**src/rtl/aip_irq_pkg.sv**
```systemverilog
// Shared types and constants for the aipStatus interrupt scheduler.
//   state_e      : scheduler FSM states
//   NUM_SRC      : interrupt flags serviced (fixed by the status register layout)
//   SRC_ID_W     : width of a source index
//   *_LSB        : field offsets inside the 32-bit status word
//   src_onehot() : index -> clear mask
package aip_irq_pkg;

   localparam int unsigned NUM_SRC  = 8;
   localparam int unsigned SRC_ID_W = $clog2(NUM_SRC);

   localparam int unsigned INT_LSB  = 0;
   localparam int unsigned STAT_LSB = 8;
   localparam int unsigned MASK_LSB = 16;

   typedef enum logic [1:0] {
      StIdle,
      StPresent,
      StClear,
      StSettle
   } state_e;

   function automatic logic [NUM_SRC-1:0] src_onehot(input logic [SRC_ID_W-1:0] id);
      return NUM_SRC'(1) << id;
   endfunction

endpackage

```
**src/rtl/aip_irq_scheduler_if.sv**
```systemverilog
// Bundle between the scheduler, the status register and the host.
//   slave  : scheduler side (drives write port, irq presentation, cfg_ready)
//   master : environment side (drives readback, enable, ack, cfg request)
interface aip_irq_scheduler_if
   import aip_irq_pkg::*;
   ();

   logic                enable;
   logic [31:0]         data_status;
   logic                en_set;
   logic [31:0]         data_in;
   logic                irq_valid;
   logic [SRC_ID_W-1:0] irq_id;
   logic                irq_ack;
   logic                irq_timeout;
   logic                cfg_wr;
   logic [31:0]         cfg_data;
   logic                cfg_ready;

   modport slave (
      input  enable, data_status, irq_ack, cfg_wr, cfg_data,
      output en_set, data_in, irq_valid, irq_id, irq_timeout, cfg_ready
   );

   modport master (
      output enable, data_status, irq_ack, cfg_wr, cfg_data,
      input  en_set, data_in, irq_valid, irq_id, irq_timeout, cfg_ready
   );

endinterface

```
**src/rtl/aip_rr_pick.sv**
```systemverilog
// Round-robin picker: first set bit of req_i scanning upward from ptr_i+1, modulo NUM_SRC.
//   req_i    : request vector
//   ptr_i    : index of the last source served
//   gnt_id_o : selected index (meaningful only when any_o)
//   any_o    : at least one request set
module aip_rr_pick #(
   parameter int unsigned NUM_SRC = 8
) (
   input  logic [NUM_SRC-1:0]         req_i,
   input  logic [$clog2(NUM_SRC)-1:0] ptr_i,
   output logic [$clog2(NUM_SRC)-1:0] gnt_id_o,
   output logic                       any_o
);

   localparam int unsigned IdW = $clog2(NUM_SRC);

   logic [2*NUM_SRC-1:0] dbl;
   logic [NUM_SRC-1:0]   rot;
   int                   off;

   always_comb begin
      // Rotate so that bit 0 of rot is source ptr_i+1, then find the lowest set bit.
      dbl = {req_i, req_i} >> (int'(ptr_i) + 1);
      rot = dbl[NUM_SRC-1:0];
      off = 0;
      for (int i = NUM_SRC - 1; i >= 0; i--) begin
         if (rot[i]) off = i;
      end
      gnt_id_o = IdW'((int'(ptr_i) + 1 + off) % NUM_SRC);
      any_o    = |req_i;
   end

endmodule

```
**src/rtl/aip_irq_scheduler.sv**
```systemverilog
// Interrupt scheduler for the aipStatus register: presents one pending, unmasked flag at a time
// (round-robin), issues the clear write on ack, skips a source after ACK_TIMEOUT cycles without
// ack, and shares the register's single write port with host config writes.
//   clk, rst : clock, synchronous active-high reset
//   bus_io   : status readback/write port, irq presentation/ack, host cfg write channel
module aip_irq_scheduler
   import aip_irq_pkg::*;
#(
   parameter int unsigned ACK_TIMEOUT = 64,
   parameter int unsigned TMR_W       = 7
) (
   input logic                  clk,
   input logic                  rst,
   aip_irq_scheduler_if.slave   bus_io
);

   localparam logic [TMR_W-1:0] TmrLast = TMR_W'(ACK_TIMEOUT - 1);

   state_e              state_q;
   logic [SRC_ID_W-1:0] ptr_q;
   logic [TMR_W-1:0]    timer_q;
   logic                irq_valid_q;
   logic [SRC_ID_W-1:0] irq_id_q;
   logic                irq_timeout_q;

   logic [NUM_SRC-1:0]  pending;
   logic [SRC_ID_W-1:0] pick_id;
   logic                pick_any;
   logic                cfg_ready;

   assign pending = bus_io.data_status[INT_LSB +: NUM_SRC] & bus_io.data_status[MASK_LSB +: NUM_SRC];

   aip_rr_pick #(
      .NUM_SRC (NUM_SRC)
   ) u_pick (
      .req_i    (pending),
      .ptr_i    (ptr_q),
      .gnt_id_o (pick_id),
      .any_o    (pick_any)
   );

   // The clear write owns the port in StClear; host writes are accepted everywhere else.
   assign cfg_ready = bus_io.cfg_wr && !rst && (state_q != StClear);

   always_comb begin
      bus_io.en_set  = 1'b0;
      bus_io.data_in = '0;
      if (!rst && state_q == StClear) begin
         bus_io.en_set                          = 1'b1;
         // Re-sample the mask so the clear write does not disturb it.
         bus_io.data_in[MASK_LSB +: NUM_SRC]    = bus_io.data_status[MASK_LSB +: NUM_SRC];
         bus_io.data_in[INT_LSB +: NUM_SRC]     = src_onehot(irq_id_q);
      end else if (cfg_ready) begin
         bus_io.en_set  = 1'b1;
         bus_io.data_in = bus_io.cfg_data;
      end
   end

   assign bus_io.cfg_ready   = cfg_ready;
   assign bus_io.irq_valid   = irq_valid_q;
   assign bus_io.irq_id      = irq_id_q;
   assign bus_io.irq_timeout = irq_timeout_q;

   always_ff @(posedge clk) begin
      if (rst) begin
         state_q       <= StIdle;
         ptr_q         <= SRC_ID_W'(NUM_SRC - 1);
         timer_q       <= '0;
         irq_valid_q   <= 1'b0;
         irq_id_q      <= '0;
         irq_timeout_q <= 1'b0;
      end else begin
         irq_timeout_q <= 1'b0;
         unique case (state_q)
            StIdle: begin
               // A host write this cycle blocks arbitration; retry next cycle.
               if (bus_io.enable && pick_any && !cfg_ready) begin
                  irq_id_q    <= pick_id;
                  timer_q     <= '0;
                  irq_valid_q <= 1'b1;
                  state_q     <= StPresent;
               end
            end
            StPresent: begin
               if (bus_io.irq_ack) begin
                  ptr_q       <= irq_id_q;
                  irq_valid_q <= 1'b0;
                  state_q     <= StClear;
               end else if (!pending[irq_id_q]) begin
                  // Flag cleared behind our back by a host write: drop silently.
                  irq_valid_q <= 1'b0;
                  state_q     <= StIdle;
               end else if (timer_q == TmrLast) begin
                  irq_timeout_q <= 1'b1;
                  ptr_q         <= irq_id_q;
                  irq_valid_q   <= 1'b0;
                  state_q       <= StIdle;
               end else begin
                  timer_q <= timer_q + 1'b1;
               end
            end
            StClear:  state_q <= StSettle;
            StSettle: state_q <= StIdle;
            default:  state_q <= StIdle;
         endcase
      end
   end

endmodule

```
**src/flat_wrapper.sv**
```systemverilog
// flat-port wrapper written by rule: the top's interface ports become plain ports
module aip_irq_scheduler_flat import aip_irq_pkg::*;
#(
   parameter int unsigned ACK_TIMEOUT = 64,
   parameter int unsigned TMR_W       = 7
)
  (clk, rst, bus_io_enable, bus_io_data_status, bus_io_irq_ack, bus_io_cfg_wr, bus_io_cfg_data, bus_io_en_set, bus_io_data_in, bus_io_irq_valid, bus_io_irq_id, bus_io_irq_timeout, bus_io_cfg_ready);
  aip_irq_scheduler_if bus_io_i ();
  input logic clk;
  input logic rst;
  input wire logic [$bits(bus_io_i.enable)-1:0] bus_io_enable;
  input wire logic [$bits(bus_io_i.data_status)-1:0] bus_io_data_status;
  input wire logic [$bits(bus_io_i.irq_ack)-1:0] bus_io_irq_ack;
  input wire logic [$bits(bus_io_i.cfg_wr)-1:0] bus_io_cfg_wr;
  input wire logic [$bits(bus_io_i.cfg_data)-1:0] bus_io_cfg_data;
  output wire logic [$bits(bus_io_i.en_set)-1:0] bus_io_en_set;
  output wire logic [$bits(bus_io_i.data_in)-1:0] bus_io_data_in;
  output wire logic [$bits(bus_io_i.irq_valid)-1:0] bus_io_irq_valid;
  output wire logic [$bits(bus_io_i.irq_id)-1:0] bus_io_irq_id;
  output wire logic [$bits(bus_io_i.irq_timeout)-1:0] bus_io_irq_timeout;
  output wire logic [$bits(bus_io_i.cfg_ready)-1:0] bus_io_cfg_ready;
  assign bus_io_i.enable = bus_io_enable;
  assign bus_io_i.data_status = bus_io_data_status;
  assign bus_io_i.irq_ack = bus_io_irq_ack;
  assign bus_io_i.cfg_wr = bus_io_cfg_wr;
  assign bus_io_i.cfg_data = bus_io_cfg_data;
  assign bus_io_en_set = bus_io_i.en_set;
  assign bus_io_data_in = bus_io_i.data_in;
  assign bus_io_irq_valid = bus_io_i.irq_valid;
  assign bus_io_irq_id = bus_io_i.irq_id;
  assign bus_io_irq_timeout = bus_io_i.irq_timeout;
  assign bus_io_cfg_ready = bus_io_i.cfg_ready;
  aip_irq_scheduler #(.ACK_TIMEOUT(ACK_TIMEOUT), .TMR_W(TMR_W)) u_core (.clk(clk), .rst(rst), .bus_io(bus_io_i));
endmodule
```
**config.mk**
```make
export PLATFORM = sky130hd
export DESIGN_NAME = aip_irq_scheduler_flat
export DESIGN_NICKNAME = d
export VERILOG_FILES = /design/src/rtl/aip_irq_pkg.sv /design/src/rtl/aip_irq_scheduler_if.sv /design/src/rtl/aip_rr_pick.sv /design/src/rtl/aip_irq_scheduler.sv /design/src/flat_wrapper.sv
export SDC_FILE = /design/constraint.sdc
export NUM_CORES = 1
export LEC_CHECK = 0
export BUFFER_PORTS_ARGS = -buffer_cell sky130_fd_sc_hd__buf_2
export CORE_ASPECT_RATIO = 0.5
export CORE_MARGIN = 2
export CORE_UTILIZATION = 40
export DETAILED_ROUTE_END_ITERATION = 12
export PLACE_DENSITY = 0.89
export SETUP_SLACK_MARGIN = 0.02
export SLEW_MARGIN = 25
export SYNTH_ARGS = -nofsm -noshare
export SYNTH_HDL_FRONTEND = slang
export SYNTH_SLANG_ARGS = --single-unit
```
**constraint.sdc**
```tcl
create_clock -name clk -period 2.9 [get_ports clk]
set_clock_uncertainty 0.1 [all_clocks]
set_input_delay 0.29 -clock clk [delete_from_list [all_inputs] [get_ports clk]]
set_output_delay 0.29 -clock clk [all_outputs]
set_load 0.02 [all_outputs]
```
==> results of run 1 <==
worst max-delay path: cells and delay by family, from the launching register on:
family	cells	cell delay, ps
AOI/OAI and AO/OA	3	440
muxes	2	820
xor gates and xnor gates	1	140
and+or+nand+nor	2	430
buffers and inverters	2	110
DFF	1	370
adders and majority gates	2	500
layout make-up:
cell class | instances | share of cell area (%)
clock buffer | 4 | 1.77
multi-input combinational | 190 | 53.4
tap | 57 | 2.80
inverter | 7 | 1.13
timing repair buffer | 123 | 27.4
sequential | 17 | 13.5
final timing paths:
kind / startpoint / depth (start not counted) / to / slack (ps)
hold reg to reg: u_core.timer_q[4]$_SDFFE_PP0P_ / 2 / u_core.timer_q[4]$_SDFFE_PP0P_ / 390
setup / recovery: u_core.ptr_q[0]$_SDFFE_PP1P_ / 12 / u_core.bus_io.irq_id[2]$_SDFFE_PP0P_ / -80
setup reg to reg: u_core.ptr_q[0]$_SDFFE_PP1P_ / 12 / u_core.bus_io.irq_id[2]$_SDFFE_PP0P_ / -80
hold / removal: bus_io_irq_ack / 3 / flip-flop / 250
synthesized netlist by cell type, types with 2 or more instances:
cell,instances
sky130_fd_sc_hd__a32o_1,4
sky130_fd_sc_hd__and3_1,17
sky130_fd_sc_hd__or2_2,3
sky130_fd_sc_hd__mux2i_1,4
sky130_fd_sc_hd__and2_1,7
sky130_fd_sc_hd__o21ai_0,10
sky130_fd_sc_hd__mux2_2,5
sky130_fd_sc_hd__mux4_2,3
sky130_fd_sc_hd__dfxtp_1,17
sky130_fd_sc_hd__buf_6,2
sky130_fd_sc_hd__nor2_1,7
sky130_fd_sc_hd__nand2b_1,2
sky130_fd_sc_hd__nand2_1,22
sky130_fd_sc_hd__nor3_1,2
sky130_fd_sc_hd__nand4b_1,10
sky130_fd_sc_hd__ha_1,2
sky130_fd_sc_hd__clkbuf_1,10
sky130_fd_sc_hd__or3_1,7
sky130_fd_sc_hd__a21oi_1,12
sky130_fd_sc_hd__inv_1,6
sky130_fd_sc_hd__or4bb_1,4
sky130_fd_sc_hd__nor2b_1,5
sky130_fd_sc_hd__nand3_1,11
sky130_fd_sc_hd__o211ai_1,3
sky130_fd_sc_hd__nand4_1,15
sky130_fd_sc_hd__buf_2,2
sky130_fd_sc_hd__a22oi_1,4
sky130_fd_sc_hd__a22o_1,11
sky130_fd_sc_hd__o21bai_1,2
routing by layer:
layer | up-vias | part of all wire [%] | GRT usage (%) | wire [um]
li1 | 1121 | - | - | -
met1 | 1137 | 43 | 30.5 | 2620
met2 | 78 | 51 | 44.2 | 3120
met3 | 11 | 5.2 | 3.28 | 321
met4 | 0 | 1.1 | 7.76 | 70
met5 | - | 0 | 0 | 0
placed cells by master (no fill, tap or decap), drive strengths merged, types with 10 or more instances in the layout:
cell and count:
and3 17, a22o 11, nand2 22, nand3 11
o21ai 10, nand4 15, dfxtp 17, a21oi 12
nand4b 10, buf 123
what timing repair did:
item,CTS,global route
resized for setup,8,3
pin swaps,2,2
endpoints found under the setup margin,1,2
state kept, by name, indices dropped and copies added, names as in the netlist, named ones only:
register and flops:
u_core.bus_io.irq_id 3, u_core.bus_io.irq_timeout 1, u_core.bus_io.irq_valid 1, u_core.ptr_q 3
u_core.state_q 1, u_core.timer_q 7
through the flow:
stage	power [W]	worst slack, ps
3_5_place_dp	0.000657	-172
4_1_cts	0.000834	-43.3
5_1_grt	0.000893	-236
3_3_place_gp	0.000642	-28.5
6_report	0.000845	-82.0
2_1_floorplan	0.000509	29.4
kinds of logic (layout without fill, tap and decap cells):
| family | Yosys count | after routing | share of synthesized area, % |
|---|---|---|---|
| adders and majority gates | 3 | 3 | 2.53 |
| and+or+nand+nor | 116 | 116 | 38.7 |
| muxes | 12 | 12 | 9.19 |
| AOI/OAI and AO/OA | 58 | 58 | 24.4 |
| xor gates and xnor gates | 1 | 1 | 0.491 |
| DFF | 17 | 17 | 19.1 |
| buffers and inverters | 22 | 134 | 5.61 |
power groups by stage:
stage / Clock (W) / Sequential (W) / Combinational (W)
5_1_grt: 0.000186 / 0.000280 / 0.000428
6_report: 0.000175 / 0.000277 / 0.000393
2_1_floorplan: 0 / 0.000269 / 0.000240
4_1_cts: 0.000174 / 0.000276 / 0.000384
3_3_place_gp: 0 / 0.000278 / 0.000364
3_5_place_dp: 0 / 0.000280 / 0.000377
==> summary.txt, run 1 <==
===========================================================================================
Outcome                                                                        finished with violations
Violated checks                                                                negative setup slack
RSZ-0062 raised after global routing                                                   true
Die width                                                                           98.4 um
Post-Synthesis Cells                                                                    229
Clock-pin slew of the registers on the worst-case setup and hold paths                60 ps
Antenna violations before repair                                                          0
Power share of the sequential group                                                   32.8%
Kind of end point of the critical path                                            flip-flop
CTS tree                                                                               done
Portion of total power attributed to combinational logic                              46.5%
Layout Nets                                                                             414
Fill cell count                                                                         362
Total number of H-tree levels                                                             1
Hold_buf cts                                                                              0
Share of synthesized area occupied by flip-flops and latches                          19.1%
Final instance count without filler cells                                               398
Number of slew-limit violations in the final report                                       0
Internal power                                                                   0.000523 W
Mapped Nets                                                                             301
Crit-path max cell delay                                                             520 ps
Layout area overhead                                                                  43.1%
Reported net switching power                                                     0.000323 W
Proportion of power drawn by the clock network                                        20.7%
Post-synthesis register bit count                                                        17
Number of remaining DRC errors                                                            0
Number of design-rule violations left by the first detailed-router iteration            213
N_diodes                                                                                  0
Share of the synthesized area in the top cell type                                    19.1%
Final ANT Viol Nets                                                                       0
Half-perimeter wire length after detailed placement                                 4.82 mm
Minimum hold slack                                                                   253 ps
Via count                                                                             2,347
Core area                                                                      0.00434 mm^2
Die span in y                                                                       51.2 um
Placer Congestion                                                                     0.953
Clock Latency Late Sink                                                              250 ps
Maximum number of pins on one net before global-route repair                             21
Post-route fraction of the period consumed by the critical path                        103%
Number of maximum-capacitance constraint violations                                       0
Type of the tightest min-delay check                                           primary input to flip-flop
Initial core utilization                                                              41.1%
Sequential Area                                                                    345 um^2
Worst-path cell with the longest stage delay                                   sky130_fd_sc_hd__mux4_2
Setup violators final                                                                     1
Power Density                                                                   331 mW/mm^2
Share of flip-flops with an asynchronous set or reset                                    0%
CP max FO                                                                                 4
Slew of the pin with the lowest slew margin                                          535 ps
Total number of placement rows                                                           17
DIE AREA                                                                       0.00504 mm^2
Number of clock sinks                                                                    17
Routed length per instance                                                          15.4 um
GRT overflow                                                                              0
Total detailed-routing wirelength                                                   6.14 mm
Achievable frequency                                                              0.335 GHz
Iteration count of the initial detailed-routing pass                                      5
Number of CTS-inserted buffers                                                            3
Layout cell share with drive strength beyond 1                                        43.1%
Static leakage power                                                                1.25 nW
Design Area, Final                                                             0.00255 mm^2
Hold Fails Final Rpt                                                                      0
Startpoint type of the worst setup path                                           flip-flop
Worst max-slew margin expressed relative to the limit                                 64.3%
Number of warnings printed during yosys synthesis                                         0
Minimum setup slack in the final design                                            -82.0 ps
Area taken by multi-input logic gates                                          0.00136 mm^2
Worst endpoint required time                                                        2970 ps
Worst vdd rail ir drop                                                           0.000176 V
Finished Core Util                                                                    58.8%
Deepest clock path buffer count                                                           2
Number of enable-type register cells in the synthesized netlist                           0
Count of buffers inserted at the top-level ports                                         91
Post-Route Setup TNS                                                               -82.0 ps
Setup Buffers After CTS                                                                   0
I/O pin cnt                                                                             108
Critical path class                                                            flip-flop to flip-flop
Crit path arrival time                                                              3050 ps
Leading post-synthesis cells by cell area                                      sky130_fd_sc_hd__dfxtp_1, sky130_fd_sc_hd__and3_1, sky130_fd_sc_hd__a22o_1
Mean post-synth cell area                                                         7.79 um^2
Library cell occupying the most area in the post-synthesis netlist             sky130_fd_sc_hd__dfxtp_1
Top flip-flop cell by instance count after synthesis                           sky130_fd_sc_hd__dfxtp_1
Via count of the first global-routing pass                                            2,183
Net switching fraction of the power                                                   38.2%
Mapped cell area                                                               0.00178 mm^2
Global-route usage over all layers                                                    24.4%
Series of cell instances along the critical path                               inv_4 -> mux4_2 -> mux2_4 -> a21oi_2 -> o211ai_1 -> nand2_1 -> ha_2 -> inv_1 -> fa_2 -> xnor2_1 -> or3_1 -> o221ai_2
Minimum period implied by the final worst setup slack                               2980 ps
First-pass GRT wire length                                                          10.1 mm
Root cell of the clock tree                                                    sky130_fd_sc_hd__clkbuf_8
Post-DP Area                                                                   0.00248 mm^2
Count of placed standard cells including taps                                           394
Via density per instance                                                               5.90
Count of distinct cell types in the synthesized netlist                                  49
===========================================================================================
Note: power is estimated with default switching activity, not from simulation.
==> run 2: changes to the inputs <==
--- a/config.mk
+++ b/config.mk
@@ -12,6 +12,7 @@
 export DETAILED_ROUTE_END_ITERATION = 12
 export PLACE_DENSITY = 0.89
 export SETUP_SLACK_MARGIN = 0.02
+export SKIP_CTS_REPAIR_TIMING = 1
 export SLEW_MARGIN = 25
 export SYNTH_ARGS = -nofsm -noshare
 export SYNTH_HDL_FRONTEND = slang
==> run 2 against run 1 <==
Compared with the run above: final area up 0.44%; sequential power about the same; clock power about the same; first-iteration DRC count down 2.8%; fmax up 1.6%; setup slack better by 46 ps; the run still ends with negative setup slack left; critical path depth unchanged; global-route usage down 0.067 points; via count down 0.30%; critical endpoint unchanged.
==> summary.txt, run 2 (same netlist as run 1, synthesis figures left out) <==
===========================================================================================
Die width                                                                           98.4 um   unchanged
Via count                                                                             2,340   was 2,347
I/O pin cnt                                                                             108   unchanged
Dpl ws                                                                              -172 ps   unchanged
Flip-flop count of the largest register, all copies and words added                       7   unchanged
Clock Latency Late Sink                                                              250 ps   about the same
Slew of the pin with the lowest slew margin                                          534 ps   was 535 ps
Fill cell count                                                                         362   unchanged
Startpoint type of the worst setup path                                           flip-flop   unchanged
Layout Nets                                                                             415   was 414
Hold Fails Final Rpt                                                                      0   unchanged
Deepest clock path buffer count                                                           2   unchanged
Minimum setup slack in the final design                                            -36.3 ps   was -82.0 ps
Antenna violations before repair                                                          0   unchanged
Minimum period implied by the final worst setup slack                               2940 ps   was 2980 ps
Worst min-delay path startpoint                                                bus_io_irq_ack   unchanged
Number of maximum-capacitance constraint violations                                       0   unchanged
Number of clock sinks                                                                    17   unchanged
Setup violators final                                                                     1   unchanged
Worst r2r src                                                                  u_core.ptr_q[0]$_SDFFE_PP1P_   unchanged
Half-perimeter wire length after detailed placement                                 4.82 mm   unchanged
Worst endpoint required time                                                        2970 ps   about the same
Type of the tightest min-delay check                                           primary input to flip-flop   unchanged
Root cell of the clock tree                                                    sky130_fd_sc_hd__clkbuf_8   unchanged
Most frequent standard cell in the layout excluding fill and tap cells         sky130_fd_sc_hd__buf_2   unchanged
Number of design-rule violations left by the first detailed-router iteration            207   was 213
Total number of H-tree levels                                                             1   unchanged
Number of CTS-inserted buffers                                                            3   unchanged
Length in cells of the worst reg-to-reg path                                             12   unchanged
Post-route fraction of the period consumed by the critical path                        101%   was 103%
Via count of the first global-routing pass                                            2,186   was 2,183
Count of placed standard cells including taps                                           394   unchanged
Number of remaining DRC errors                                                            0   unchanged
Achievable frequency                                                              0.341 GHz   was 0.335 GHz
Net switching fraction of the power                                                   37.8%   was 38.2%
Core area                                                                      0.00434 mm^2   unchanged
Hold-critical path depth                                                                  3   unchanged
Total detailed-routing wirelength                                                   6.11 mm   was 6.14 mm
Die span in y                                                                       51.2 um   unchanged
Static leakage power                                                                1.26 nW   was 1.25 nW
Global-route usage over all layers                                                    24.3%   was 24.4%
Layout cell share with drive strength beyond 1                                        43.3%   was 43.1%
Layout area overhead                                                                  43.7%   was 43.1%
Via density per instance                                                               5.86   was 5.90
Iteration count of the initial detailed-routing pass                                      4   was 5
Post-DP Area                                                                   0.00248 mm^2   unchanged
Final ANT Viol Nets                                                                       0   unchanged
Critical path class                                                            flip-flop to flip-flop   unchanged
CTS tree                                                                               done   unchanged
Final instance count without filler cells                                               399   was 398
Final Total Pwr                                                                  0.000844 W   was 0.000845 W
CP max FO                                                                                 4   unchanged
Most used cells in the layout excluding fill and tap cells                     sky130_fd_sc_hd__buf_2, sky130_fd_sc_hd__buf_4, sky130_fd_sc_hd__nand2_1   unchanged
DIE AREA                                                                       0.00504 mm^2   unchanged
Maximum number of pins on one net before global-route repair                             21   unchanged
Reg with most FFs                                                              u_core.timer_q   unchanged
Violated checks                                                                negative setup slack   unchanged
GRT overflow                                                                              0   unchanged
R2r setup slk                                                                        -40 ps   was -80 ps
Minimum hold slack                                                                   251 ps   was 253 ps
First-pass GRT wire length                                                          10.1 mm   about the same
Total number of placement rows                                                           17   unchanged
Crit path arrival time                                                              3010 ps   was 3050 ps
Internal power                                                                   0.000525 W   was 0.000523 W
Outcome                                                                        finished with violations   unchanged
N_diodes                                                                                  0   unchanged
Kind of end point of the critical path                                            flip-flop   unchanged
Portion of total power attributed to combinational logic                              46.7%   was 46.5%
Placer Congestion                                                                     0.953   unchanged
R2R Path End                                                                   u_core.bus_io.irq_id[2]$_SDFFE_PP0P_   unchanged
Power Density                                                                   329 mW/mm^2   was 331 mW/mm^2
Worst vdd rail ir drop                                                           0.000177 V   was 0.000176 V
Power share of the sequential group                                                   32.9%   was 32.8%
Number of slew-limit violations in the final report                                       0   unchanged
Design Area, Final                                                             0.00256 mm^2   was 0.00255 mm^2
Proportion of power drawn by the clock network                                        20.4%   was 20.7%
Worst max-slew margin expressed relative to the limit                                 64.4%   was 64.3%
Count of buffers inserted at the top-level ports                                         91   unchanged
Clock-pin slew of the registers on the worst-case setup and hold paths                60 ps   about the same
Initial core utilization                                                              41.1%   unchanged
Routed length per instance                                                          15.3 um   was 15.4 um
RSZ-0062 raised after global routing                                                   true   unchanged
Reported net switching power                                                     0.000319 W   was 0.000323 W
===========================================================================================
-- run 2: critical path: stages (launching register included) --
cell	delay, ps
sky130_fd_sc_hd__dfxtp_4	370
sky130_fd_sc_hd__inv_4	60
sky130_fd_sc_hd__mux4_2	530
sky130_fd_sc_hd__mux2_4	300
sky130_fd_sc_hd__a21oi_2	120
sky130_fd_sc_hd__o211ai_1	90
sky130_fd_sc_hd__nand2_1	90
sky130_fd_sc_hd__ha_2	170
sky130_fd_sc_hd__inv_1	50
sky130_fd_sc_hd__fa_2	330
sky130_fd_sc_hd__xnor2_1	140
sky130_fd_sc_hd__or3_1	380
sky130_fd_sc_hd__o221ai_2	160
-- run 2: area by class of cell --
cell class | count | area, um^2 | area share [%]
sequential | 17 | 345 | 13.5
multi-input combinational | 190 | 1370 | 53.3
inverter | 7 | 28.8 | 1.12
timing repair buffer | 124 | 707 | 27.6
tap | 57 | 71.3 | 2.78
clock buffer | 4 | 45.0 | 1.76
-- run 2: power by group through the flow --
stage / clock network, W / registers [W] / logic [W]
floorplan: 0 / 0.000269 / 0.000240
global placement: 0 / 0.000278 / 0.000364
detailed placement: 0 / 0.000280 / 0.000377
CTS: 0.000174 / 0.000275 / 0.000380
global route: 0.000186 / 0.000280 / 0.000432
finish: 0.000172 / 0.000278 / 0.000394
-- run 2: worst max path at each step --
stage | from | endpoint | slack [ps] | depth (start not counted)
floorplan | u_core.ptr_q[1]$_SDFFE_PP1P_ | u_core.bus_io.irq_id[2]$_SDFFE_PP0P_ | 30 | 12
detailed placement | u_core.ptr_q[1]$_SDFFE_PP1P_ | u_core.bus_io.irq_id[2]$_SDFFE_PP0P_ | -170 | 11
global route | u_core.ptr_q[0]$_SDFFE_PP1P_ | u_core.bus_io.irq_id[2]$_SDFFE_PP0P_ | -220 | 12
global placement | u_core.ptr_q[1]$_SDFFE_PP1P_ | u_core.bus_io.irq_id[2]$_SDFFE_PP0P_ | -30 | 11
CTS | u_core.ptr_q[1]$_SDFFE_PP1P_ | u_core.bus_io.irq_id[2]$_SDFFE_PP0P_ | -190 | 11
finish | u_core.ptr_q[0]$_SDFFE_PP1P_ | u_core.bus_io.irq_id[2]$_SDFFE_PP0P_ | -40 | 12
-- run 2: per-stage QoR --
| stage | util [%] | setup TNS, ps |
|---|---|---|
| 3_5_place_dp | 57.1 | -172 |
| 2_1_floorplan | - | 0 |
| 5_1_grt | 59.1 | -219 |
| 4_1_cts | 58.1 | -187 |
| 6_report | 59.1 | -36.3 |
| 3_3_place_gp | 57.1 | -28.5 |
-- run 2: metal layers --
metal / routed length [um] / track usage, %
met3: 312 / 3.28
met1: 2600 / 30.4
met4: 55 / 7.76
met5: 0 / 0
met2: 3130 / 44.1
